==> src/rtl/alu_issue_pkg.sv <==
// alu_issue_pkg: opcodes, instruction field positions and FSM states for alu_issue_ctrl
package alu_issue_pkg;
  localparam logic [3:0] ALU_ADD     = 4'h0;
  localparam logic [3:0] ALU_SUB     = 4'h1;
  localparam logic [3:0] ALU_AND     = 4'h2;
  localparam logic [3:0] ALU_OR      = 4'h3;
  localparam logic [3:0] ALU_SLL     = 4'h4;
  localparam logic [3:0] ALU_SRL     = 4'h5;
  localparam logic [3:0] ALU_SRA     = 4'h6;
  localparam logic [3:0] ALU_XOR     = 4'h7;
  localparam logic [3:0] ALU_NOR     = 4'h8;
  localparam logic [3:0] ALU_NAND    = 4'h9;
  localparam logic [3:0] ALU_XNOR    = 4'hA;
  localparam logic [3:0] ALU_SLT     = 4'hB;
  localparam logic [3:0] ALU_SLTU    = 4'hC;
  localparam logic [3:0] ALU_MOV     = 4'hD;
  localparam logic [3:0] ALU_MVN     = 4'hE;
  localparam logic [3:0] ALU_ILLEGAL = 4'hF;
  localparam int OP_LSB      = 28;
  localparam int RD_LSB      = 24;
  localparam int RS1_LSB     = 20;
  localparam int RS2_LSB     = 16;
  localparam int IMM_SEL_BIT = 15;
  localparam int SHAMT_LSB   = 8;
  localparam int IMM8_LSB    = 0;
  typedef enum logic [1:0] {
    S_IDLE = 2'd0,
    S_EXEC = 2'd1,
    S_RESP = 2'd2
  } state_t;
endpackage

==> src/rtl/alu_issue_regfile.sv <==
// alu_issue_regfile: NREG x 32 register file, two async read ports with write-first bypass, one sync write port
module alu_issue_regfile
  import alu_issue_pkg::*;
#(
  parameter int NREG = 8,
  parameter int RA_W = 3
) (
  input  logic            clk,
  input  logic            reset,
  input  logic            we,
  input  logic [RA_W-1:0] waddr,
  input  logic [31:0]     wdata,
  input  logic [RA_W-1:0] raddr1,
  input  logic [RA_W-1:0] raddr2,
  output logic [31:0]     rdata1,
  output logic [31:0]     rdata2
);
  logic [31:0] r_mem [NREG];
  // storage: cleared on reset, single write port
  always_ff @(posedge clk) begin
    if (reset) begin
      for (int i = 0; i < NREG; i++) r_mem[i] <= '0;
    end else if (we) begin
      r_mem[waddr] <= wdata;
    end
  end
  // a write landing this cycle is visible to a read of the same register
  always_comb begin
    rdata1 = (we && waddr == raddr1) ? wdata : r_mem[raddr1];
    rdata2 = (we && waddr == raddr2) ? wdata : r_mem[raddr2];
  end
endmodule

==> src/rtl/alu_issue_ctrl.sv <==
// alu_issue_ctrl: issue/writeback controller for a combinational ALU; optional ALU_ILLEGAL_OP_CHECK_EN traps op 4'hF
module alu_issue_ctrl
  import alu_issue_pkg::*;
#(
  parameter int NREG = 8,
  parameter int RA_W = 3
) (
  input  logic            clk,
  input  logic            reset,
  input  logic            instr_valid,
  output logic            instr_ready,
  input  logic [31:0]     instr,
  input  logic            host_wr_en,
  input  logic [RA_W-1:0] host_wr_addr,
  input  logic [31:0]     host_wr_data,
  output logic [31:0]     alu_a,
  output logic [31:0]     alu_b,
  output logic [3:0]      alu_op,
  output logic [4:0]      alu_shift,
  input  logic [31:0]     alu_out,
  output logic            rsp_valid,
  input  logic            rsp_ready,
  output logic [31:0]     rsp_data,
  output logic [RA_W-1:0] rsp_rd,
  output logic            rsp_err
);
  state_t          r_state;
  logic [RA_W-1:0] r_rd;
  logic            w_we;
  logic [RA_W-1:0] w_waddr;
  logic [31:0]     w_wdata;
  logic [31:0]     w_rd1;
  logic [31:0]     w_rd2;
  logic            w_illegal;
  logic            w_unused;
  assign instr_ready = r_state == S_IDLE;
  assign w_unused = ^instr;
`ifdef ALU_ILLEGAL_OP_CHECK_EN
  assign w_illegal = alu_op == ALU_ILLEGAL;
`else
  assign w_illegal = 1'b0;
`endif
  // host owns the write port in IDLE, writeback owns it in EXEC
  always_comb begin
    w_we    = (r_state == S_IDLE && host_wr_en) || (r_state == S_EXEC && !w_illegal);
    w_waddr = r_state == S_IDLE ? host_wr_addr : r_rd;
    w_wdata = r_state == S_IDLE ? host_wr_data : alu_out;
  end
  alu_issue_regfile #(.NREG(NREG), .RA_W(RA_W)) u_regfile (
    .clk    (clk),
    .reset  (reset),
    .we     (w_we),
    .waddr  (w_waddr),
    .wdata  (w_wdata),
    .raddr1 (instr[RS1_LSB +: RA_W]),
    .raddr2 (instr[RS2_LSB +: RA_W]),
    .rdata1 (w_rd1),
    .rdata2 (w_rd2)
  );
  // issue FSM: latch operands on accept, capture result after one EXEC cycle, hold until consumed
  always_ff @(posedge clk) begin
    if (reset) begin
      r_state   <= S_IDLE;
      r_rd      <= '0;
      alu_a     <= '0;
      alu_b     <= '0;
      alu_op    <= '0;
      alu_shift <= '0;
      rsp_valid <= 1'b0;
      rsp_data  <= '0;
      rsp_rd    <= '0;
      rsp_err   <= 1'b0;
    end else begin
      case (r_state)
        S_IDLE: if (instr_valid) begin
          alu_a     <= w_rd1;
          alu_b     <= instr[IMM_SEL_BIT] ? {24'b0, instr[IMM8_LSB +: 8]} : w_rd2;
          alu_op    <= instr[OP_LSB +: 4];
          alu_shift <= instr[SHAMT_LSB +: 5];
          r_rd      <= instr[RD_LSB +: RA_W];
          rsp_err   <= 1'b0;
          r_state   <= S_EXEC;
        end
        S_EXEC: begin
          rsp_data  <= w_illegal ? '0 : alu_out;
          rsp_rd    <= r_rd;
          rsp_err   <= w_illegal;
          rsp_valid <= 1'b1;
          r_state   <= S_RESP;
        end
        S_RESP: if (rsp_ready) begin
          rsp_valid <= 1'b0;
          r_state   <= S_IDLE;
        end
        default: r_state <= S_IDLE;
      endcase
    end
  end
endmodule

==> config.mk <==
export PLATFORM = sky130hd
export DESIGN_NAME = alu_issue_ctrl
export DESIGN_NICKNAME = d
export VERILOG_FILES = /design/src/rtl/alu_issue_pkg.sv /design/src/rtl/alu_issue_regfile.sv /design/src/rtl/alu_issue_ctrl.sv
export SDC_FILE = /design/constraint.sdc
export NUM_CORES = 1
export LEC_CHECK = 0
export ABC_AREA = 1
export CORE_UTILIZATION = 50
export CTS_CLUSTER_SIZE = 40
export DETAILED_ROUTE_END_ITERATION = 8
export HOLD_SLACK_MARGIN = 0.05
export PLACE_DENSITY = 0.72
export REMOVE_ABC_BUFFERS = 1
export SYNTH_ARGS = -nofsm -noshare
export SYNTH_HDL_FRONTEND = slang
export SYNTH_SLANG_ARGS = --single-unit
==> constraint.sdc <==
create_clock -name clk -period 3.6 [get_ports clk]
set_clock_uncertainty 0.1 [all_clocks]
set_input_delay 0.72 -clock clk [delete_from_list [all_inputs] [get_ports clk]]
set_output_delay 0.72 -clock clk [all_outputs]
set_load 0.01 [all_outputs]
==> results.md <==
- Outcome: complete, no violations
- Yosys top cell area share: between 40% and 50%
- Cell Rows: slightly above 70
- Crit. End Element: output port
- Worst setup SP type: flip-flop
- P_leak: 0.00976 µW
- HPWL after DPL: 37.1 mm
- Hold Path Depth: 2
- Antenna Nets Post-Route: 0
- Drt initial violations: roughly 2200
- IO buf count: 208
- Crit share post-route: 73.7%
- Ys async rst share: 0%
- Placed Instance Area: around 22000 µm²
- Yosys reg bits: 370
- Vias/cell: just under 6
- Final net count: approximately 2700
- Crit path DAT: ~1.8 ns
- Crit. Startpoint: r_state[1]$_SDFFE_PP0P_
- Syn_area_per_cell: between 7 and 8 µm²
- Met1 usage in global routing: around two fifths
- Pre-Repair DR Iteration Count: 8
- DR DRC count: 0
- Met2 usage: between 50% and 60%
- Vias: 18400
- R2R depth: 10
- Maximum vdd ir drop: 0.000365 V
- First-pass GRT wire length: between 90 and 100 mm
- Mapped cell area: around 19000 µm²
- Critical Path RT: 2.78 ns
- Fin util: between 60% and 70%
- CTS Buf Count: 42
- Clock Latency Late Sink: roughly 0.55 ns
- Post-synth cell types: 24
- M3 GR Usage: approximately 6%
- Vias in the first global route: between 15000 and 20000
- Yosys warns: 0
- Starting density of the core: 50.6%
- GRT busiest layer: met2
- Max-capacitance violation count: 0
- Reg power frac: approximately 45%
- Post-synth top area cell: edfxtp_1
- RD Place Congestion: between 0.8 and 0.9
- Total length of routed wires: 62.6 mm
- Core area: about 37000 µm²
- Actual slew at the worst max-slew pin: slightly below 0.9 ns
- Die Ht: a little under 200 µm
- Post-Synthesis Cells: between 2000 and 2500
- Clk slew on worst S/H paths: about 0.06 ns
- Critical path peak fanout: 10
- Final setup margin: approximately 0.95 ns
- TritonCTS clock tree: yes
- Ant diodes: 0
- WL/cell: 19.8 µm
- Die X: 197 µm
- Hold path startpoint: alu_b[18]$_SDFFE_PP0P_
- Post-CTS setup repair buffer count: 0
- Worst Hold Class: reg2reg
- Hold buffer count at CTS: 0
- Combinational share of power: 17.4%
- P_int: roughly 8000 µW
- Setup violators final: 0
- Largest net degree at the start of global routing: approximately 120
- Layout area overhead: 21.4%
- Placement Setup Slack: approximately 0.46 ns
- Clock Sinks: between 300 and 400
- Achievable clock frequency: 377 MHz
- CTS root buf: clkbuf_16
- Fin. Hold Viols: 0
- Io pins: between 200 and 250
- Sequential-to-total area share from yosys stat: a little over half
- RSZ-0062 raised after global routing: no
- Initial antenna violation count: 1
- Clock Path Buffers: 3
- Grt total ovfl: 0
- Hold Path End: alu_b[18]$_SDFFE_PP0P_
- Die footprint: roughly 39000 µm²
- Net switching power: 3130 µW
- Switching Share: 28.1%
- Total track usage: about a third
- Crit path kind: reg2out
- Post-layout min period: 2.65 ns
- Layout cells sized above 1: 6.97%
- Top FF cell, synth: edfxtp_1
- PostCTS Resize Cnt: 0
- Relative slew slack: between 30% and 40%
- Number of synthesized flops with an enable pin: 256
- Power per Cell Area: roughly 480 nW/µm²
- Most common cell in the netlist: nand2_1
- Clock group share of total power: 38.0%
- Post-route cell area: ~23000 µm²
- Fillers: around 3300
- Htree depth: 2
- Synth area leaders: edfxtp_1 40%, nand2_1 13%, dfxtp_1 12%
- Top cells by count, synth: 670 x nand2_1, 428 x nor2_1, 307 x nand3_1, 256 x edfxtp_1, 157 x o21ai_0
- R2R setup slack: 1.10 ns
- Final slew viol count: 0
- Reg-to-reg endpoint: alu_b[30]$_SDFFE_PP0P_
- Reg-to-reg startpoint: r_state[1]$_SDFFE_PP0P_
[cell usage in the layout (no fill, tap or decap)]
master           netlist  layout
nand2_2                2      19
buf_4                  5      56
clkinv_2               0       8
clkbuf_4               0       4
edfxtp_1             256     256
bufinv_16              0       1
o211ai_1              36      36
nand2_1              670     653
nor3_1                 1       1
nor2_1               428     426
conb_1                 1       1
clkbuf_8               0       6
inv_1                131     130
nor2_2                 3       1
clkbuf_1             111      11
o21ai_0              157     157
a211oi_1               1       1
buf_2                 40       4
clkinv_1               3       5
clkdlybuf4s50_1        0     201
nor2_4                 2       6
inv_2                 19      18
inv_4                  0       2
o21ai_1               27      27
dfxtp_1              114     114
o22ai_1               13      13
a21oi_1              121     121
clkbuf_16              0      45
nand3_1              307     307
mux2i_1                8       8
buf_12                 0      15
[critical path, stage by stage (launching register included)]
cell	delay [ns]
dfxtp_1	0.40
nor2_4	0.30
clkdlybuf4s50_1	0.60
[power by group through the flow]
stage / logic [µW] / clock network, µW / registers, µW
detailed placement: 1910 / 0 / 5050
global placement: 1870 / 0 / 5040
floorplan: 925 / 0 / 5080
finish: 1940 / 4240 / 4970
CTS: 1920 / 4250 / 4960
global route: 2110 / 4430 / 4990
[kinds of logic (layout without fill, tap and decap cells)]
logic type	after synthesis	in the layout	synth area share (%)
other	1	1	0.0198
and+or+nand+nor	1413	1413	30.1
AOI/OAI and AO/OA	355	355	9.93
DFF	370	370	52.5
muxes	8	8	0.422
buffers and inverters	335	506	6.99
[state kept, by name, summed over array words and instances, names as in the netlist]
register         count
alu_a               32
alu_b               32
alu_op               4
alu_shift            5
r_rd                 3
r_state              2
rsp_data            32
rsp_rd               3
rsp_valid            1
u_regfile.r_mem    256
[final cells by class]
class / count / area (µm²) / share of cell area, %
Multi-Input combinational cell: 1777 / 7750 / 33.6
Clock inverter: 11 / 76.3 / 0.331
Clock buffer: 66 / 1280 / 5.55
Tap cell: 511 / 639 / 2.77
Inverter: 153 / 581 / 2.52
Sequential cell: 370 / 9970 / 43.2
Timing Repair Buffer: 276 / 2750 / 11.9
[stage by stage]
| step | setup TNS, ns | cells | power, µW | hold WS, ns |
|---|---|---|---|---|
| CTS | 0 | 3164 | 11100 | 0.365 |
| global route | 0 | 3164 | 11500 | 0.378 |
| detailed placement | 0 | 3087 | 6960 | 0.355 |
| global placement | 0 | 3087 | 6900 | 0.354 |
| floorplan | -1.27 | 2300 | 6000 | 0.367 |
| finish | 0 | 3164 | 11100 | 0.362 |
[how the worst max path moves through the flow]
stage                     slack (ns)                                   end  cells after the start
after floorplan                -0.05                alu_b[10]$_SDFFE_PP0P_                      5
after global placement          0.46  u_regfile.r_mem[6][26]$_SDFFCE_PN0P_                      8
after detailed placement        0.46   u_regfile.r_mem[2][0]$_SDFFCE_PN0P_                      8
after CTS                       0.93                           instr_ready                      2
after global routing            0.87                           instr_ready                      2
final                           0.95                           instr_ready                      2
[layer usage]
layer | share of wire (%) | vias to the layer above
met1 | 38 | 8584
met4 | 4.7 | 0
met2 | 46 | 1163
met5 | 0 | -
met3 | 11 | 222
li1 | - | 8436
No activity file was read; power rests on OpenSTA's default activity.
